--- config.mk ---
export PLATFORM = sky130hd
export DESIGN_NAME = sync_fifo
export DESIGN_NICKNAME = d
export VERILOG_FILES = /design/src/rtl/sync_fifo_pkg.sv /design/src/rtl/fifo_ram.sv /design/src/rtl/sync_fifo.sv
export SDC_FILE = /design/constraint.sdc
export NUM_CORES = 1
export LEC_CHECK = 0
export CAP_MARGIN = 20
export CORE_MARGIN = 4
export CORE_UTILIZATION = 40
export CTS_BUF_LIST = sky130_fd_sc_hd__clkbuf_4 sky130_fd_sc_hd__clkbuf_8
export CTS_CLUSTER_DIAMETER = 150
export CTS_CLUSTER_SIZE = 24
export DETAILED_ROUTE_END_ITERATION = 10
export GPL_TIMING_DRIVEN = 0
export PLACE_DENSITY = 0.63
export SYNTH_ARGS = -nofsm -noshare
export SYNTH_HDL_FRONTEND = slang
export SYNTH_SLANG_ARGS = --single-unit
--- constraint.sdc ---
create_clock -name i_clk -period 6.8 [get_ports i_clk]
set_input_delay 1.7 -clock i_clk [delete_from_list [all_inputs] [get_ports i_clk]]
set_output_delay 1.7 -clock i_clk [all_outputs]
set_load 0.01 [all_outputs]
--- src/rtl/sync_fifo_pkg.sv ---
// Shared FIFO definitions: default geometry, operation encoding and the
// power-of-two depth check used by the FIFOs in this design.
package sync_fifo_pkg;

    localparam int unsigned DEFAULT_WIDTH = 8;
    localparam int unsigned DEFAULT_DEPTH = 16;

    // Accepted operations in one cycle, encoded as {write_ok, read_ok}.
    typedef enum logic [1:0] {
        OP_IDLE  = 2'b00,
        OP_READ  = 2'b01,
        OP_WRITE = 2'b10,
        OP_BOTH  = 2'b11
    } fifo_op_e;

    function automatic bit is_pow2(input int unsigned n);
        return (n >= 2) && ((n & (n - 1)) == 0);
    endfunction

endpackage

--- src/rtl/fifo_ram.sv ---
// DEPTH x WIDTH storage with one synchronous write port and one registered
// read port; the read register is resettable, the array is not.
module fifo_ram
    import sync_fifo_pkg::*;
#(
    parameter int unsigned WIDTH = DEFAULT_WIDTH,
    parameter int unsigned DEPTH = DEFAULT_DEPTH
) (
    input  logic                     i_clk,
    input  logic                     i_reset,
    input  logic                     i_we,
    input  logic [$clog2(DEPTH)-1:0] i_waddr,
    input  logic [WIDTH-1:0]         i_wdata,
    input  logic                     i_re,
    input  logic [$clog2(DEPTH)-1:0] i_raddr,
    output logic [WIDTH-1:0]         o_rdata
);

    logic [WIDTH-1:0] mem_q [DEPTH];
    logic [WIDTH-1:0] rdata_q;

    always_ff @(posedge i_clk) begin
        if (i_we) begin
            mem_q[i_waddr] <= i_wdata;
        end
    end

    // Read-before-write: a same-address read in the write cycle returns the old word.
    always_ff @(posedge i_clk) begin
        if (i_reset) begin
            rdata_q <= '0;
        end else if (i_re) begin
            rdata_q <= mem_q[i_raddr];
        end
    end

    assign o_rdata = rdata_q;

endmodule

--- src/rtl/sync_fifo.sv ---
// Single-clock byte FIFO: pointers, occupancy, flags and sticky error bits
// around a fifo_ram instance with a registered read port.
module sync_fifo
    import sync_fifo_pkg::*;
#(
    parameter int unsigned WIDTH = DEFAULT_WIDTH,
    parameter int unsigned DEPTH = DEFAULT_DEPTH
) (
    input  logic                     i_clk,
    input  logic                     i_reset,
    input  logic                     i_we,
    input  logic [WIDTH-1:0]         i_data,
    output logic                     o_full,
    input  logic                     i_re,
    output logic [WIDTH-1:0]         o_data,
    output logic                     o_valid,
    output logic                     o_empty,
    output logic [$clog2(DEPTH):0]   o_count,
    output logic                     o_overflow,
    output logic                     o_underflow
);

    localparam int unsigned AW = $clog2(DEPTH);
    localparam int unsigned CW = AW + 1;

    generate
        if (!is_pow2(DEPTH)) begin : g_depth_check
            $error("sync_fifo: DEPTH must be a power of two and >= 2");
        end
    endgenerate

    logic [AW-1:0] wr_ptr_q, wr_ptr_d;
    logic [AW-1:0] rd_ptr_q, rd_ptr_d;
    logic [CW-1:0] count_q, count_d;
    logic          full_q, full_d;
    logic          empty_q, empty_d;
    logic          valid_q, valid_d;
    logic          ovf_q, ovf_d;
    logic          unf_q, unf_d;
    logic          wr_ok, rd_ok;
    fifo_op_e      op;

    always_comb begin
        rd_ok    = i_re && !empty_q;
        // A read in the same cycle frees the slot, so a full FIFO still accepts the write.
        wr_ok    = i_we && (!full_q || rd_ok);
        op       = fifo_op_e'({wr_ok, rd_ok});

        wr_ptr_d = wr_ptr_q;
        rd_ptr_d = rd_ptr_q;
        count_d  = count_q;

        case (op)
            OP_WRITE: begin
                wr_ptr_d = wr_ptr_q + AW'(1);
                count_d  = count_q + CW'(1);
            end
            OP_READ: begin
                rd_ptr_d = rd_ptr_q + AW'(1);
                count_d  = count_q - CW'(1);
            end
            OP_BOTH: begin
                wr_ptr_d = wr_ptr_q + AW'(1);
                rd_ptr_d = rd_ptr_q + AW'(1);
            end
            default: ;
        endcase

        full_d   = (count_d == CW'(DEPTH));
        empty_d  = (count_d == '0);
        valid_d  = rd_ok;
        ovf_d    = ovf_q || (i_we && full_q && !rd_ok);
        unf_d    = unf_q || (i_re && empty_q);
    end

    always_ff @(posedge i_clk) begin
        if (i_reset) begin
            wr_ptr_q <= '0;
            rd_ptr_q <= '0;
            count_q  <= '0;
            full_q   <= 1'b0;
            empty_q  <= 1'b1;
            valid_q  <= 1'b0;
            ovf_q    <= 1'b0;
            unf_q    <= 1'b0;
        end else begin
            wr_ptr_q <= wr_ptr_d;
            rd_ptr_q <= rd_ptr_d;
            count_q  <= count_d;
            full_q   <= full_d;
            empty_q  <= empty_d;
            valid_q  <= valid_d;
            ovf_q    <= ovf_d;
            unf_q    <= unf_d;
        end
    end

    fifo_ram #(
        .WIDTH (WIDTH),
        .DEPTH (DEPTH)
    ) u_ram (
        .i_clk   (i_clk),
        .i_reset (i_reset),
        .i_we    (wr_ok && !i_reset),
        .i_waddr (wr_ptr_q),
        .i_wdata (i_data),
        .i_re    (rd_ok && !i_reset),
        .i_raddr (rd_ptr_q),
        .o_rdata (o_data)
    );

    assign o_full      = full_q;
    assign o_empty     = empty_q;
    assign o_count     = count_q;
    assign o_valid     = valid_q;
    assign o_overflow  = ovf_q;
    assign o_underflow = unf_q;

`ifdef FORMAL
    logic seen_full_q;

    always_ff @(posedge i_clk) begin
        if (i_reset) begin
            seen_full_q <= 1'b0;
        end else if (full_q) begin
            seen_full_q <= 1'b1;
        end
    end

    always_comb begin
        assert (count_q <= CW'(DEPTH));
        assert (full_q == (count_q == CW'(DEPTH)));
        assert (empty_q == (count_q == '0));
        assert (AW'(wr_ptr_q - rd_ptr_q) == count_q[AW-1:0]);
        cover (seen_full_q && empty_q);
    end
`endif

endmodule

==> summary.txt, run 1 <==
Status
  – Status: finished clean

GRT
  – First-pass GRT wire length: 18.5 mm
  – Initial antenna violation count: 0
  – Global route overflow: 0
  – Total GRT Usage: 15.2%
  – Vias in the first global route: 3139
  – Largest net degree at the start of global routing: 17

STA
  – Slew Limit Fails: 0
  – Max Clock Freq: 244 MHz
  – Tmin final: 4100 ps
  – Setup TNS: 0 ps
  – Final Worst Setup Slack: 2700 ps
  – Period Utilization, post-route: 60.3%
  – Worst-Margin Slew: 794 ps
  – Clock Skew: 14.7 ps
  – RSZ-0062 raised after global routing: false
  – Final setup vio count: 0
  – Fin. Hold Viols: 0
  – Slew HR: 46.9%

Route
  – Via-per-instance ratio: 5.31
  – Remaining antenna violation count: 0
  – DRC errors left: 0
  – Wirelength per Cell: 20.4 µm
  – Initial DRC count: 244
  – Iteration count of the initial detailed-routing pass: 5
  – Routed Wire Length: 12.1 mm
  – DR vias: 3146

Min path
  – Worst Hold Class: reg2reg
  – HP Start: o_overflow
  – WHS Path Cells: 2
  – Hold EP: o_overflow

Yosys
  – Flops & latches, synth: 154
  – Syn_nets: 362
  – Post-Syn Area per Cell: 17.4 µm²
  – Post-Synth Adder-Cell Area: 1.25%
  – Largest family of logic cells by synthesized area: multiplexers
  – FFs w/ async S/R, synth: 0%
  – Register area share after synthesis: 72.9%
  – Compound-Gate Fraction of Synth Area: 4.54%
  – Simple-Gate Fraction of Synth Area: 5.85%
  – Syn Inst Count: 344
  – Synthesized cell area: 5990 µm²
  – Post-Synth XOR/XNOR Area: 1.46%
  – Post-synth EDFFs: 128
  – Netlist cell types: 35
  – Multiplexer share of the synthesized area: 12.4%
  – Top_reg_cell synth: edfxtp_1
  – Yosys Warn Count: 0

Final layout
  – Commonest non-fill, non-tap cell in the layout: edfxtp_1
  – Area growth, synth to finish: 16.6%
  – Finished Cell Area: 6980 µm²
  – Final #Nets: 414
  – Fill count: 1220
  – Most frequent cells in the layout: edfxtp_1, nor2_1, mux4_2
  – Layout cell share with drive strength beyond 1: 18.6%
  – ANT cells: 0

Placement
  – Half-perimeter wire length after placement: 8.08 mm
  – Placed instance area: 6540 µm²
  – IO buf count: 29
  – GPL Wtd Cong: 0.766
  – Placement Setup Slack: 2180 ps

Worst setup path
  – Crit path max-delay family: simple AND/OR/NAND/NOR gates
  – WP data required: 6950 ps
  – CP max FO: 8
  – CP max stage cell: nor3_1
  – R2R depth: 7
  – Crit path launch type: primary input
  – Crit path cell chain: clkdlybuf4s50_1 > nand2b_1 > clkbuf_1 > a21boi_1 > and2_1 > nand2_1 > nor3_1 > buf_4
  – CP peak stage delay: 630 ps
  – Critical path class: in2reg
  – Bufs and invs on worst path: 3
  – Worst R2R Start: o_empty
  – Crit path DAT: 4250 ps
  – CP Capture Type: register
  – Crit Reg-Reg Endpoint: u_ram.mem_q[2][2]
  – Worst reg2reg setup slack: 4060 ps

Clock network
  – H-tree depth: 4
  – TritonCTS Buffers: 17
  – Post-CTS Setup Inserts: 0
  – Post-cts resize count: 0
  – CTS tree: yes
  – Cts hold-fix bufs: 0
  – Root Driver: clkbuf_8
  – CTS clock-pin slew for the worst setup and hold paths: 80 ps
  – CTS Buffer Depth: 2
  – Clk sink count: 154
  – Worst-Skew Late Latency: 440 ps

Floorplan
  – Row count: 44
  – Starting Density: 41.0%
  – Die height: 130 µm
  – Die footprint: 17000 µm²
  – Core area: 14600 µm²
  – Die W: 130 µm
  – Io pins: 30

Power and ir drop
  – Power per cell area: 300 nW/µm²
  – Switching Share: 24.4%
  – Cell leakage power: 0.00223 µW
  – Clk pwr share: 36.2%
  – VDD IR max: 0.000149 V
  – Sw Pwr: 511 µW
  – Combinational share of power: 12.9%
  – Internal Pwr Total: 1580 µW
  – Flop pwr share: 50.9%

Flow run
  – Max cap viols: 0
tightest hold or removal path: stages, from the launching register on:
cell and delay [ps]:
dfxtp_1 330, a31oi_1 40, nor2_1 70
flip-flops by register name, indices dropped and copies added (netlist names):
name / flops
rd_ptr_q: 4
o_full: 1
wr_ptr_q: 4
o_count: 5
o_underflow: 1
o_overflow: 1
o_empty: 1
u_ram.mem_q: 128
u_ram.o_rdata: 8
o_valid: 1
power by group through the flow:
| stage | combinational, µW | clock [µW] | sequential (µW) |
|---|---|---|---|
| 3_5_place_dp | 272 | 0 | 1090 |
| 6_report | 270 | 758 | 1070 |
| 3_3_place_gp | 266 | 0 | 1090 |
| 4_1_cts | 274 | 775 | 1070 |
| 2_1_floorplan | 165 | 0 | 1090 |
| 5_1_grt | 297 | 821 | 1070 |
cell usage after synthesis (all sizes together), types with 2 or more instances:
cell type	count	share of area [%]
or4	2	0.27
xnor2	3	0.44
dfxtp	26	8.7
buf	8	0.59
ha	6	1.3
a21oi	19	1.6
mux4	32	12
nand2	9	0.56
and2	5	0.56
nand2b	3	0.31
inv	6	0.38
xor2	7	1.0
o21ai	2	0.17
edfxtp	128	64
nand3	3	0.25
and3	2	0.23
nor2	36	2.3
nor2b	4	0.42
nor3	5	0.42
nand4	3	0.31
clkbuf	10	0.65
a22oi	16	2.0
mux2i	2	0.33
final cells by class:
| type | count | area (µm²) | area share, % |
|---|---|---|---|
| inverter | 6 | 22.5 | 0.323 |
| sequential | 154 | 4360 | 62.5 |
| clock inverter | 15 | 211 | 3.03 |
| buffer | 18 | 73.8 | 1.06 |
| clock buffer | 17 | 234 | 3.35 |
| timing repair buffer | 33 | 320 | 4.59 |
| multi-input combinational | 166 | 1530 | 21.8 |
| tap | 184 | 230 | 3.30 |
cells by family after synthesis:
family                     Yosys count
muxes                               34
AOI/OAI and AO/OA                   42
xor gates and xnor gates            10
DFF                                154
adders and majority gates            6
buffers and inverters               24
and+or+nand+nor                     74
per-stage QoR:
step                hold slack (ps)  util, %  total power, µW  cells
floorplan                       502        -             1260    344
global placement                446     44.6             1350    557
detailed placement              467     44.8             1360    561
CTS                             486     47.9             2120    593
global route                    516     47.9             2190    593
finish                          479     47.9             2100    593
per-layer routing:
| metal | wire length [µm] | vias up | share of wire, % | GRT usage [%] |
|---|---|---|---|---|
| met5 | 0 | - | 0 | 0 |
| met4 | 193 | 0 | 1.6 | 5.08 |
| met3 | 854 | 12 | 7.1 | 4.18 |
| met2 | 5720 | 100 | 47 | 23.2 |
| met1 | 5330 | 1586 | 44 | 21.3 |
| li1 | - | 1448 | - | - |
worst max-delay path by stage:
stage / from / to / cells after the start / slack [ps]
after floorplan: i_re / o_empty / 10 / 3060
after global placement: i_re / u_ram.mem_q[3][7] / 7 / 2040
after detailed placement: i_re / u_ram.mem_q[2][0] / 8 / 2180
after CTS: i_re / u_ram.mem_q[2][2] / 8 / 2690
after global routing: i_re / u_ram.mem_q[2][2] / 8 / 2500
final: i_re / u_ram.mem_q[2][2] / 8 / 2700
(Power assumes the default switching activity.)
==> run 2: changes to the inputs <==
Settings changed: PLACE_DENSITY 0.63 to 0.65.
Clock period 6.8 ns to 3.4 ns, I/O delays scaled along.
==> run 2 against run 1 <==
Effect of this change:
- first-iteration DRC count is 23% lower
- design area is 0.97% lower
- combinational power is 99% higher
- worst hold slack better by 4.0 ps
- clock power is 74% higher
- largest power group unchanged
- highest routed layer unchanged
- critical path depth stayed put
- global-route usage is 0.21 points lower
- largest cell class unchanged
- sequential cell count stayed put
==> summary.txt, run 2 (same netlist as run 1, synthesis figures left out) <==
Power and ir drop
  – Flop pwr share: 53.5% (was 50.9%)
  – Switching Share: 24.4% (about the same)
  – Sw Pwr: 974 µW (was 511 µW)
  – Power per cell area: 577 nW/µm² (was 300 nW/µm²)
  – Internal Pwr Total: 3020 µW (was 1580 µW)
  – Combinational share of power: 13.4% (was 12.9%)
  – Clk pwr share: 33.0% (was 36.2%)
  – VDD IR max: 0.000298 V (was 0.000149 V)
  – Cell leakage power: 0.00221 µW (was 0.00223 µW)

Worst setup path
  – Crit path launch type: primary input (unchanged)
  – Crit path cell chain: clkdlybuf4s50_1 > nand2b_1 > clkbuf_1 > a21boi_1 > and2_1 > nand2_1 > nor3_1 > buf_4 (unchanged)
  – Crit Reg-Reg Endpoint: o_empty (was u_ram.mem_q[2][2])
  – Critical path class: in2reg (unchanged)
  – Bufs and invs on worst path: 3 (unchanged)
  – CP Capture Type: register (unchanged)
  – Worst R2R Start: o_empty (unchanged)
  – Worst reg2reg setup slack: 740 ps (was 4060 ps)
  – Crit path max-delay family: simple AND/OR/NAND/NOR gates (unchanged)
  – Crit path DAT: 3300 ps (was 4250 ps)
  – Crit. Startpoint: i_re (unchanged)
  – WP data required: 3550 ps (was 6950 ps)
  – R2R depth: 10 (was 7)
  – CP max FO: 8 (unchanged)
  – CP peak stage delay: 530 ps (was 630 ps)
  – CP max stage cell: nor3_1 (unchanged)

Clock network
  – Cts hold-fix bufs: 0 (unchanged)
  – Worst-Skew Late Latency: 440 ps (about the same)
  – TritonCTS Buffers: 17 (unchanged)
  – CTS Buffer Depth: 2 (unchanged)
  – CTS tree: yes (unchanged)
  – CTS clock-pin slew for the worst setup and hold paths: 80 ps (about the same)
  – Root Driver: clkbuf_8 (unchanged)
  – Post-CTS Setup Inserts: 0 (unchanged)
  – H-tree depth: 4 (unchanged)
  – Clk sink count: 154 (unchanged)

GRT
  – Initial antenna violation count: 0 (unchanged)
  – Largest net degree at the start of global routing: 17 (unchanged)
  – First-pass GRT wire length: 18.3 mm (was 18.5 mm)
  – Total GRT Usage: 15.0% (was 15.2%)
  – Vias in the first global route: 3221 (was 3139)
  – Global route overflow: 0 (unchanged)

STA
  – Setup TNS: 0 ps (unchanged)
  – Slew Limit Fails: 0 (unchanged)
  – RSZ-0062 raised after global routing: false (unchanged)
  – Worst-Margin Slew: 820 ps (was 794 ps)
  – Fin. Hold Viols: 0 (unchanged)
  – Max Clock Freq: 318 MHz
  – Period Utilization, post-route: 92.6%
  – Clock Skew: 12.0 ps (was 14.7 ps)
  – Tmin final: 3150 ps
  – Slew HR: 45.2% (was 46.9%)
  – Final setup vio count: 0 (unchanged)

Floorplan
  – Row count: 44 (unchanged)
  – Io pins: 30 (unchanged)
  – Core area: 14600 µm² (unchanged)
  – Die footprint: 17000 µm² (unchanged)
  – Die W: 130 µm (unchanged)
  – Die height: 130 µm (unchanged)
  – Starting Density: 41.0% (unchanged)

Placement
  – IO buf count: 29 (unchanged)
  – Half-perimeter wire length after placement: 8.26 mm (was 8.08 mm)
  – Placed instance area: 6530 µm² (was 6540 µm²)
  – GPL Wtd Cong: 0.753 (was 0.766)
  – Placed insts: 561 (unchanged)

Route
  – DRC errors left: 0 (unchanged)
  – Routed Wire Length: 12.1 mm (about the same)
  – Initial DRC count: 188 (was 244)
  – Iteration count of the initial detailed-routing pass: 4 (was 5)
  – Remaining antenna violation count: 0 (unchanged)
  – DR vias: 3188 (was 3146)
  – Via-per-instance ratio: 5.38 (was 5.31)
  – Wirelength per Cell: 20.3 µm (was 20.4 µm)

Min path
  – Worst Hold Class: reg2reg (unchanged)
  – HP Start: o_underflow (was o_overflow)
  – Hold EP: o_underflow (was o_overflow)
  – WHS Path Cells: 2 (unchanged)

Final layout
  – Finished Cell Area: 6910 µm² (was 6980 µm²)
  – Final #Nets: 414 (unchanged)
  – Post-Route Utilization: 47.4% (was 47.9%)
  – Area growth, synth to finish: 15.5% (was 16.6%)
  – Most frequent cells in the layout: edfxtp_1, nor2_1, mux4_2 (unchanged)
  – Layout Cells excl Fill: 593 (unchanged)
  – Multi-input gate area: 1530 µm² (about the same)
  – ANT cells: 0 (unchanged)
  – Fill count: 1224 (was 1220)
  – Max FFs per register: 128 (unchanged)
  – Biggest register: u_ram.mem_q (unchanged)
  – Storage cell area: 4360 µm² (unchanged)
  – Layout cell share with drive strength beyond 1: 18.1% (was 18.6%)
  – Commonest non-fill, non-tap cell in the layout: edfxtp_1 (unchanged)

Status
  – Status: finished clean (unchanged)

Flow run
  – Max cap viols: 0 (unchanged)
[run 2: metrics by stage]
step / setup WS [ps] / total power (µW) / hold slack [ps]
2_1_floorplan: 512 / 2510 / 502
3_3_place_gp: -473 / 2700 / 446
3_5_place_dp: -328 / 2720 / 468
4_1_cts: 146 / 4030 / 485
5_1_grt: 77.1 / 4160 / 498
6_report: 251 / 3990 / 483
[run 2: worst max-delay path by stage]
stage	cells past startpoint	end	slack (ps)
6_report	8	u_ram.mem_q[0][1]	250
5_1_grt	8	u_ram.mem_q[0][1]	80
4_1_cts	8	u_ram.mem_q[2][1]	150
3_5_place_dp	8	u_ram.mem_q[2][3]	-330
3_3_place_gp	7	u_ram.mem_q[1][3]	-470
2_1_floorplan	10	o_empty	510
[run 2: power by group through the flow]
stage          sequential, µW  combinational [µW]  clock [µW]
2_1_floorplan            2180                 330           0
3_3_place_gp             2170                 530           0
3_5_place_dp             2180                 544           0
4_1_cts                  2140                 546        1350
5_1_grt                  2140                 587        1430
6_report                 2130                 536        1320
[run 2: layer usage]
layer | up-vias | routed length, µm | GRT usage (%)
met5 | - | 0 | 0
met4 | 0 | 72 | 3.75
met3 | 7 | 859 | 4.26
met2 | 96 | 5840 | 23.8
met1 | 1633 | 5280 | 20.6
li1 | 1452 | - | -
[run 2: what timing repair did]
| item | 4_1_cts | 5_1_grt |
|---|---|---|
| endpoints found under the hold margin | 0 | 0 |
| endpoints found under the setup margin | 0 | 4 |
| resized for setup | 0 | 1 |
[run 2: area by class of cell]
cell class / instances / share of cell area [%]
well taps: 184 / 3.33
plain buffers: 18 / 1.07
clock buffers: 19 / 3.60
flip-flops and latches: 154 / 63.1
repair buffers: 33 / 4.60
multi-input cells: 166 / 22.1
clock inverters: 13 / 1.83
inverters: 6 / 0.326
[run 2: worst reg2reg max path, stage by stage, from the launching register on]
cell and delay, ps:
dfxtp_1 370, nand2b_1 110, clkbuf_1 260, nor2_1 110, xor2_1 160, ha_1 230, or4_1 390, or3_1 340
a21o_1 200, and2_4 150, o41ai_2 250
==> run 3: changes to the inputs <==
Settings changed: PLACE_DENSITY 0.65 to 0.59, REMOVE_ABC_BUFFERS set to 1.
==> run 3 against run 2 <==
Effect of this change:
- critical path depth is 2 higher
- first-iteration DRC count is 12% higher
- sequential power hardly changed
- clock power is 13% higher
- clock skew hardly changed
- sequential share of layout area is 0.68 points lower
- non-clock buffer count is 20 lower
- die area stayed put
- critical endpoint is now o_empty
==> summary.txt, run 3 (same netlist as run 1, synthesis figures left out) <==
Status
  – Status: finished clean (unchanged)

Clock network
  – Worst-Skew Late Latency: 450 ps (was 440 ps)
  – Clk sink count: 154 (unchanged)
  – H-tree depth: 4 (unchanged)
  – CTS clock-pin slew for the worst setup and hold paths: 80 ps (about the same)
  – TritonCTS Buffers: 17 (unchanged)
  – CTS tree: yes (unchanged)
  – Post-CTS Setup Inserts: 0 (unchanged)
  – Cts hold-fix bufs: 0 (unchanged)
  – CTS Buffer Depth: 2 (unchanged)
  – Root Driver: clkbuf_8 (unchanged)

Placement
  – Placed instance area: 6490 µm² (was 6530 µm²)
  – Placement Setup Slack: -831 ps (was -328 ps)
  – Placed insts: 541 (was 561)
  – Half-perimeter wire length after placement: 7.27 mm (was 8.26 mm)
  – GPL Wtd Cong: 0.753 (about the same)
  – IO buf count: 29 (unchanged)

Final layout
  – Area growth, synth to finish: 16.8% (was 15.5%)
  – Max FFs per register: 128 (unchanged)
  – Commonest non-fill, non-tap cell in the layout: edfxtp_1 (unchanged)
  – ANT cells: 0 (unchanged)
  – Biggest register: u_ram.mem_q (unchanged)
  – Most frequent cells in the layout: edfxtp_1, mux4_2, clkdlybuf4s50_1 (was edfxtp_1, nor2_1, mux4_2)
  – Finished Cell Area: 6990 µm² (was 6910 µm²)
  – Final #Nets: 394 (was 414)
  – Layout Cells excl Fill: 573 (was 593)
  – Post-Route Utilization: 47.9% (was 47.4%)
  – Layout cell share with drive strength beyond 1: 22.9% (was 18.1%)

Worst setup path
  – Crit path DAT: 3480 ps (was 3300 ps)
  – Critical path class: in2reg (unchanged)
  – WP data required: 3760 ps (was 3550 ps)
  – Crit path launch type: primary input (unchanged)
  – CP Capture Type: register (unchanged)
  – CP max FO: 26 (was 8)

STA
  – Slew HR: 35.4% (was 45.2%)
  – Fin. Hold Viols: 0 (unchanged)
  – Worst-Margin Slew: 965 ps (was 820 ps)
  – Clock Skew: 11.6 ps (was 12.0 ps)
  – Tmin final: 3120 ps (was 3150 ps)
  – Final setup vio count: 0 (unchanged)
  – Period Utilization, post-route: 91.8% (was 92.6%)
  – Max Clock Freq: 320 MHz (was 318 MHz)
  – RSZ-0062 raised after global routing: false (unchanged)
  – Slew Limit Fails: 0 (unchanged)
  – Final Worst Setup Slack: 277 ps (was 251 ps)

GRT
  – Largest net degree at the start of global routing: 27 (was 17)
  – Met2 GRT Util: 23.7% (was 23.8%)
  – Initial antenna violation count: 0 (unchanged)
  – Global route overflow: 0 (unchanged)
  – Vias in the first global route: 3181 (was 3221)
  – GR Util met3: 3.72% (was 4.26%)
  – GR peak layer: met2 (unchanged)
  – First-pass GRT wire length: 18.8 mm (was 18.3 mm)
  – Grt met1 use: 21.6% (was 20.6%)
  – Total GRT Usage: 15.5% (was 15.0%)

Power and ir drop
  – Switching Share: 23.1% (was 24.4%)
  – VDD IR max: 0.000306 V (was 0.000298 V)
  – Power per cell area: 593 nW/µm² (was 577 nW/µm²)
  – Cell leakage power: 0.00220 µW (was 0.00221 µW)
  – Sw Pwr: 958 µW (was 974 µW)
  – Clk pwr share: 36.0% (was 33.0%)
  – Combinational share of power: 12.0% (was 13.4%)
  – Flop pwr share: 52.0% (was 53.5%)
  – Internal Pwr Total: 3190 µW (was 3020 µW)

Route
  – Remaining antenna violation count: 0 (unchanged)
  – DRC errors left: 0 (unchanged)
  – DR vias: 3042 (was 3188)
  – Via-per-instance ratio: 5.31 (was 5.38)
  – Routed Wire Length: 11.8 mm (was 12.1 mm)
  – Iteration count of the initial detailed-routing pass: 4 (unchanged)
  – Initial DRC count: 211 (was 188)
  – Wirelength per Cell: 20.7 µm (was 20.3 µm)

Floorplan
  – Io pins: 30 (unchanged)
  – Die W: 130 µm (unchanged)
  – Die footprint: 17000 µm² (unchanged)
  – Core area: 14600 µm² (unchanged)
  – Row count: 44 (unchanged)
  – Die height: 130 µm (unchanged)
  – Starting Density: 41.0% (unchanged)

Min path
  – Worst Hold Class: reg2reg (unchanged)

Flow run
  – Max cap viols: 0 (unchanged)
[run 3: worst max-delay path, stage by stage]
cell             delay [ps]
clkdlybuf4s50_1         550
nand2b_4                220
nor2_1                  210
xor2_1                   90
ha_1                    220
or4_1                   390
or3_1                   330
a21o_1                  200
and2_4                  150
o41ai_2                 250
[run 3: area by class of cell]
| class | instances | area (µm²) |
|---|---|---|
| fill | 1204 | 7600 |
| sequential | 154 | 4370 |
| multi-input combinational | 166 | 1610 |
| timing repair buffer | 31 | 330 |
| clock buffer | 20 | 263 |
| tap | 184 | 230 |
| clock inverter | 12 | 173 |
| inverter | 6 | 22.5 |
[run 3: worst paths after layout]
check | start | to | slack [ps] | depth (start not counted)
worst min register to register | o_underflow | o_underflow | 480 | 2
worst max-delay path | i_re | o_empty | 280 | 10
worst max register to register | o_empty | o_empty | 760 | 9
worst min-delay path | o_underflow | o_underflow | 480 | 2
[run 3: power by group through the flow]
stage / Clock, µW / Combinational (µW) / Sequential (µW)
6_report: 1490 / 497 / 2160
3_5_place_dp: 0 / 497 / 2200
2_1_floorplan: 0 / 271 / 2230
3_3_place_gp: 0 / 444 / 2240
5_1_grt: 1610 / 550 / 2170
4_1_cts: 1530 / 502 / 2160
[run 3: metal layers]
metal,up-vias,wire length (µm)
met1,1558,5380
li1,1410,-
met4,0,168
met2,59,5830
met5,-,0
met3,15,455
[run 3: what timing repair did]
| item | CTS | global route |
|---|---|---|
| gates cloned | 0 | 0 |
| endpoints found under the setup margin | 132 | 2 |
| gates resized for setup | 17 | 1 |
[run 3: per-stage QoR]
step	TNS [ps]	total power, µW	hold WS (ps)
floorplan	0	2500	502
global placement	-117260	2690	449
detailed placement	-98690	2700	460
CTS	0	4190	481
global route	0	4330	517
finish	0	4150	478
==> RTL edit 1: new RTL, flow settings as in run 3 <==
Remove the case item `OP_WRITE` of the case on `op`.
--- a/src/rtl/sync_fifo.sv
+++ b/src/rtl/sync_fifo.sv
@@ -52,8 +52,4 @@
 
         case (op)
-            OP_WRITE: begin
-                wr_ptr_d = wr_ptr_q + AW'(1);
-                count_d  = count_q + CW'(1);
-            end
             OP_READ: begin
                 rd_ptr_d = rd_ptr_q + AW'(1);
Function: changed (Yosys sat finds a counterexample within 4 cycles, from zero or initial values and one cycle with i_reset high).
==> RTL edit 1 against run 3 <==
Cell area fell by 1.6%. Sequential cell count did not move. Area after synthesis rose by 0.94%. Core utilization fell by 0.94 points. Routed wire length rose by 2.8%. Global-route usage fell by 0.41 points. Die area rose by 0.88%. Critical endpoint is now u_ram.mem_q[11][5]. Clock skew fell by 0.0011 ns. Setup slack got worse by 0.041 ns. Register-to-register slack improved by 0.27 ns. Via count rose by 1.2%. Highest routed layer unchanged.
Power is not compared: it rests on default switching activity, and its combinational part moved more than twofold at a synthesized area within 25%.
==> RTL edit 1: results (changes against run 3) <==
| Metric | Value |
|---|---|
| Synth area leaders | `edfxtp_1, dfxtp_1, mux2i_1, mux4_2, a22oi_1 (was edfxtp_1, mux4_2, dfxtp_1, nor2_1, a22oi_1)` |
| GRT Overall Usage | `15.1% (was 15.5%)` |
| WL/cell | `20.7 µm (about the same)` |
| Layout cells sized above 1 | `14.9% (was 22.9%)` |
| Clk_skew | `0.0105 ns (was 0.0116 ns)` |
| Non-Filler Instances | `587 (was 573)` |
| Slew at the pin closest to its max-slew limit | `0.940 ns (was 0.965 ns)` |
| Crit path arrival time | `3.21 ns (was 3.48 ns)` |
| Largest net degree at the start of global routing | `33 (was 27)` |
| Final Util | `47.0% (was 47.9%)` |
| Initial DRC count | `264 (was 211)` |
| Via Count | `3077 (was 3042)` |
| Slowest stage delay, CP | `0.79 ns (was 0.55 ns)` |
| HPWL after detailed placement | `7650 µm (was 7270 µm)` |
| Post-DP Area | `6500 µm² (was 6490 µm²)` |
| Post-CTS resize count | `0 (was 17)` |
| Minimum hold slack | `0.477 ns (was 0.478 ns)` |
| Post-layout nets | `408 (was 394)` |
| Syn Inst Count | `356 (was 344)` |
| CP max FO | `21 (was 26)` |
| Async SR Flop Fraction | `0% (unchanged)` |
| Yosys cell types | `37 (was 35)` |
| Port Buf Inserts | `29 (unchanged)` |
| RePlAce Congestion | `0.717 (was 0.753)` |
| Inserted Diodes | `0 (unchanged)` |
| Fill count | `1297 (was 1204)` |
| Clock latency on the worst-skew pair | `0.43 ns (was 0.45 ns)` |
| R2r setup slk | `1.03 ns (was 0.76 ns)` |
| DP Cell Count | `554 (was 541)` |
| Seq/Total Area, Yosys | `72.2% (was 72.9%)` |
| Commonest cells in the netlist | `edfxtp_1, mux2i_1, dfxtp_1, nor2_1, mux4_2 (was edfxtp_1, nor2_1, mux4_2)` |
| First-pass GRT wire length | `18500 µm (was 18800 µm)` |
| Outcome | `finished clean (unchanged)` |
[RTL edit 1: cell count changes after synthesis, sizes merged, moves of 5 or more]
cell and delta:
mux2i +37, mux4 -16, a21oi -11, nor2 -10, a32oi +8, o21ai +7, buf +5, clkbuf -5
nand2 +5
[RTL edit 1: critical path, delay by kind of cell]
| kind | cells | cell delay, ns |
|---|---|---|
| compound gates | 1 | 0.29 |
| buf+inv | 1 | 0.79 |
| simple gates | 3 | 1.27 |
[RTL edit 1: layer usage]
| layer | up-vias | part of all wire (%) | track usage (%) |
|---|---|---|---|
| met2 | 73 | 48 | 23.1 |
| met1 | 1540 | 46 | 21.0 |
| met4 | 0 | 0.72 | 4.23 |
| met5 | - | 0 | 0 |
| met3 | 4 | 5.8 | 4.39 |
| li1 | 1460 | - | - |
[RTL edit 1: power groups by stage]
stage,clock network [µW],logic [µW],registers [µW]
2_1_floorplan,0,60.1,2120
3_3_place_gp,0,147,2120
3_5_place_dp,0,152,2120
4_1_cts,1260,152,2080
5_1_grt,1340,164,2080
6_report,1230,150,2080
[RTL edit 1: final timing paths]
check / depth (start not counted) / start / endpoint
worst max-delay path: 5 / i_reset / u_ram.mem_q[11][5]
worst min-delay path: 2 / u_ram.o_rdata[7] / u_ram.o_rdata[7]
worst max register to register: 4 / o_empty / u_ram.mem_q[11][5]
worst min register to register: 2 / u_ram.o_rdata[7] / u_ram.o_rdata[7]
[RTL edit 1: area by class of cell]
class                      count  area share [%]
clock inverter                10            1.13
timing repair buffer          33            5.05
clock buffer                  22            3.95
tap                          184            3.35
sequential                   154            63.5
inverter                       4           0.218
multi-input combinational    180            22.8
[RTL edit 1: metrics by stage]
stage / worst slack, ns / power [µW]
floorplan: 0.356 / 2180
global placement: -0.630 / 2270
detailed placement: -0.243 / 2270
CTS: 0.205 / 3490
global route: 0.00246 / 3590
finish: 0.236 / 3460
[RTL edit 1: cell families after synthesis]
logic type / Yosys count / synth area share, %
AO/OA/AOI/OAI: 44 / 4.99
XOR/XNOR: 9 / 1.30
adder cells (fa/ha/maj): 6 / 1.24
buffers and inverters: 22 / 2.01
flip-flops: 154 / 72.2
multiplexers: 56 / 12.6
AND/OR/NAND/NOR: 65 / 5.61
==> RTL edit 2: new RTL, flow settings as in run 3 <==
Without the edit above. Set the package constant `DEFAULT_DEPTH` to 32 (it was 16).
--- a/src/rtl/sync_fifo_pkg.sv
+++ b/src/rtl/sync_fifo_pkg.sv
@@ -4,5 +4,5 @@
 
     localparam int unsigned DEFAULT_WIDTH = 8;
-    localparam int unsigned DEFAULT_DEPTH = 16;
+    localparam int unsigned DEFAULT_DEPTH = 32;
 
     // Accepted operations in one cycle, encoded as {write_ok, read_ok}.
Ports: changed (resized o_count); port bits go from 30 to 31. The function was not compared with the original's and may differ.
==> RTL edit 2 against run 3 <==
Power is 48% higher. Register-to-register slack worse by 0.15 ns. Area after synthesis is 87% higher. Setup slack worse by 0.087 ns. Cell area is 77% higher. Sequential cell count is 131 higher. Via count is 83% higher. Count of clock-buffer cells in the layout is 4 higher. Routed wire length is 96% higher. Sequential share of layout area is 4.3 points higher. Core utilization is 2.5 points lower. Non-clock buffer count is 13 higher. Critical path type unchanged. Critical endpoint is now u_ram.mem_q[23][4].
==> RTL edit 2: results (changes against run 3) <==
| Metric | Value |
|---|---|
| Outcome | `finished clean (unchanged)` |
| RePlAce Congestion | `0.805 (was 0.753)` |
| WL/cell | `23.1 µm (was 20.7 µm)` |
| Hold crit path type | `reg -> reg (unchanged)` |
| Inserted Clock Buffers | `15 (was 17)` |
| Cell area after synthesis | `11200 µm² (was 5990 µm²)` |
| Initial DRC count | `412 (was 211)` |
| Max Root-Sink Buffers | `3 (was 2)` |
| Synth warnings | `0 (unchanged)` |
| Port Buf Inserts | `30 (was 29)` |
| HPWL after detailed placement | `14400 µm (was 7270 µm)` |
| GRT Overall Usage | `15.1% (was 15.5%)` |
| Largest net degree at the start of global routing | `38 (was 27)` |
| Dpl ws | `-0.675 ns (was -0.831 ns)` |
| Crit path arrival time | `3.38 ns (was 3.48 ns)` |
| Inserted Diodes | `0 (unchanged)` |
| Via Count | `5552 (was 3042)` |
| Max IR drop VDD | `209 µV (was 306 µV)` |
| Async SR Flop Fraction | `0% (unchanged)` |
| Vias in the first global route | `5728 (was 3181)` |
| Post-CTS Hold Buffers | `0 (unchanged)` |
| Primary FF master, synth | `edfxtp_1 (unchanged)` |
| Rel. slew slack | `42.3% (was 35.4%)` |
| Initial antenna violation count | `0 (unchanged)` |
| Clock latency on the worst-skew pair | `0.53 ns (was 0.45 ns)` |
| Pleak | `0.00369 µW (was 0.00220 µW)` |
| First-pass GRT wire length | `35200 µm (was 18800 µm)` |
| Post-synth EDFFs | `256 (was 128)` |
| Final Hold Fails | `0 (unchanged)` |
| DR pass1 iterations | `5 (was 4)` |
| Reg clk slew, reported paths | `0.13 ns (was 0.08 ns)` |
| Seq/Total Area, Yosys | `74.0% (was 72.9%)` |
| CP max FO | `9 (was 26)` |
| Commonest cells in the netlist | `edfxtp_1, nor2_1, mux2i_1, mux4_2, dfxtp_1 (was edfxtp_1, nor2_1, mux4_2)` |
| Max FFs per register | `256 (was 128)` |
| Yosys cell types | `48 (was 35)` |
| Htree depth | `1 (was 4)` |
| Synth area leaders | `edfxtp_1, mux4_2, dfxtp_1, mux2i_1, mux4_1 (was edfxtp_1, mux4_2, dfxtp_1, nor2_1, a22oi_1)` |
| Clk_skew | `0.0145 ns (was 0.0116 ns)` |
| Layout cells sized above 1 | `18.4% (was 22.9%)` |
| Root buf cell | `clkbuf_8 (unchanged)` |
| Post-layout nets | `647 (was 394)` |
| Top reg by flops | `u_ram.mem_q (unchanged)` |
## RTL edit 2: changes by cell type in the layout (fill, tap and decap cells not counted), sizes merged, moves of 7 or more
| cell | change |
|---|---|
| nand3b | +8 |
| a22o | +14 |
| edfxtp | +128 |
| buf | +11 |
| o221ai | +7 |
| mux4 | +16 |
| a2111oi | +8 |
| a22oi | -9 |
| mux2i | +35 |
| nor2 | +19 |
| o22ai | +9 |
## RTL edit 2: cell type report
type,instances,area [µm²]
clock buffers,24,274
clock inverters,1,5.00
fillers,2307,14900
inverters,2,7.51
multi-input cells,281,2820
flip-flops and latches,285,8270
well taps,372,465
repair buffers,44,549
## RTL edit 2: metal layers
metal  track usage, %  wire, µm  part of all wire (%)
met5                0         0                     0
met1             21.6     10700                    46
met3             2.44      1140                   4.9
met2             24.5     11100                    48
met4             3.31       359                   1.5
## RTL edit 2: worst paths after layout
check                                      start            endpoint  slack [ns]  cells after the start
worst max-delay path                        i_re  u_ram.mem_q[23][4]        0.19                      6
worst min-delay path            u_ram.o_rdata[4]    u_ram.o_rdata[4]        0.46                      2
worst max register to register       rd_ptr_q[0]    u_ram.o_rdata[1]        0.61                      5
worst min register to register  u_ram.o_rdata[4]    u_ram.o_rdata[4]        0.46                      2
## RTL edit 2: kinds of logic after synthesis
family | after synthesis | synth area share [%]
flops | 285 | 74.0
simple gates | 106 | 4.58
mux | 85 | 13.4
compound gates | 72 | 4.84
buf+inv | 31 | 1.63
xor+xnor | 12 | 0.940
fa+ha+maj | 6 | 0.672
## RTL edit 2: metrics by stage
step / instance area, µm² / cells / TNS, ns / util, %
after floorplan: 11000 / 568 / -6.48 / -
after global placement: 11800 / 970 / -148.05 / 43.2
after detailed placement: 11900 / 976 / -136.94 / 43.7
after CTS: 12200 / 1001 / 0 / 44.8
after global routing: 12400 / 1009 / 0 / 45.5
final: 12400 / 1009 / 0 / 45.5
## RTL edit 2: power by group
group,internal (µW),switching [µW]
sequential,3860,94.9
combinational,336,329
clock,522,993
total,4710,1420
## RTL edit 2: timing repair
action                                  in CTS  in global routing
setup buffers                                0                  0
gates cloned                                 0                  0
pin swaps                                    0                  0
endpoints found under the setup margin      40                256
hold endpoints to repair                     0                  0
gates resized for setup                      6                 29
## RTL edit 2: worst max-delay path: stages
cell	delay (ns)
clkdlybuf4s50_1	0.56
nand2b_1	0.28
a21boi_2	0.40
nor2b_1	0.28
nand2_1	0.44
nor2_2	0.56
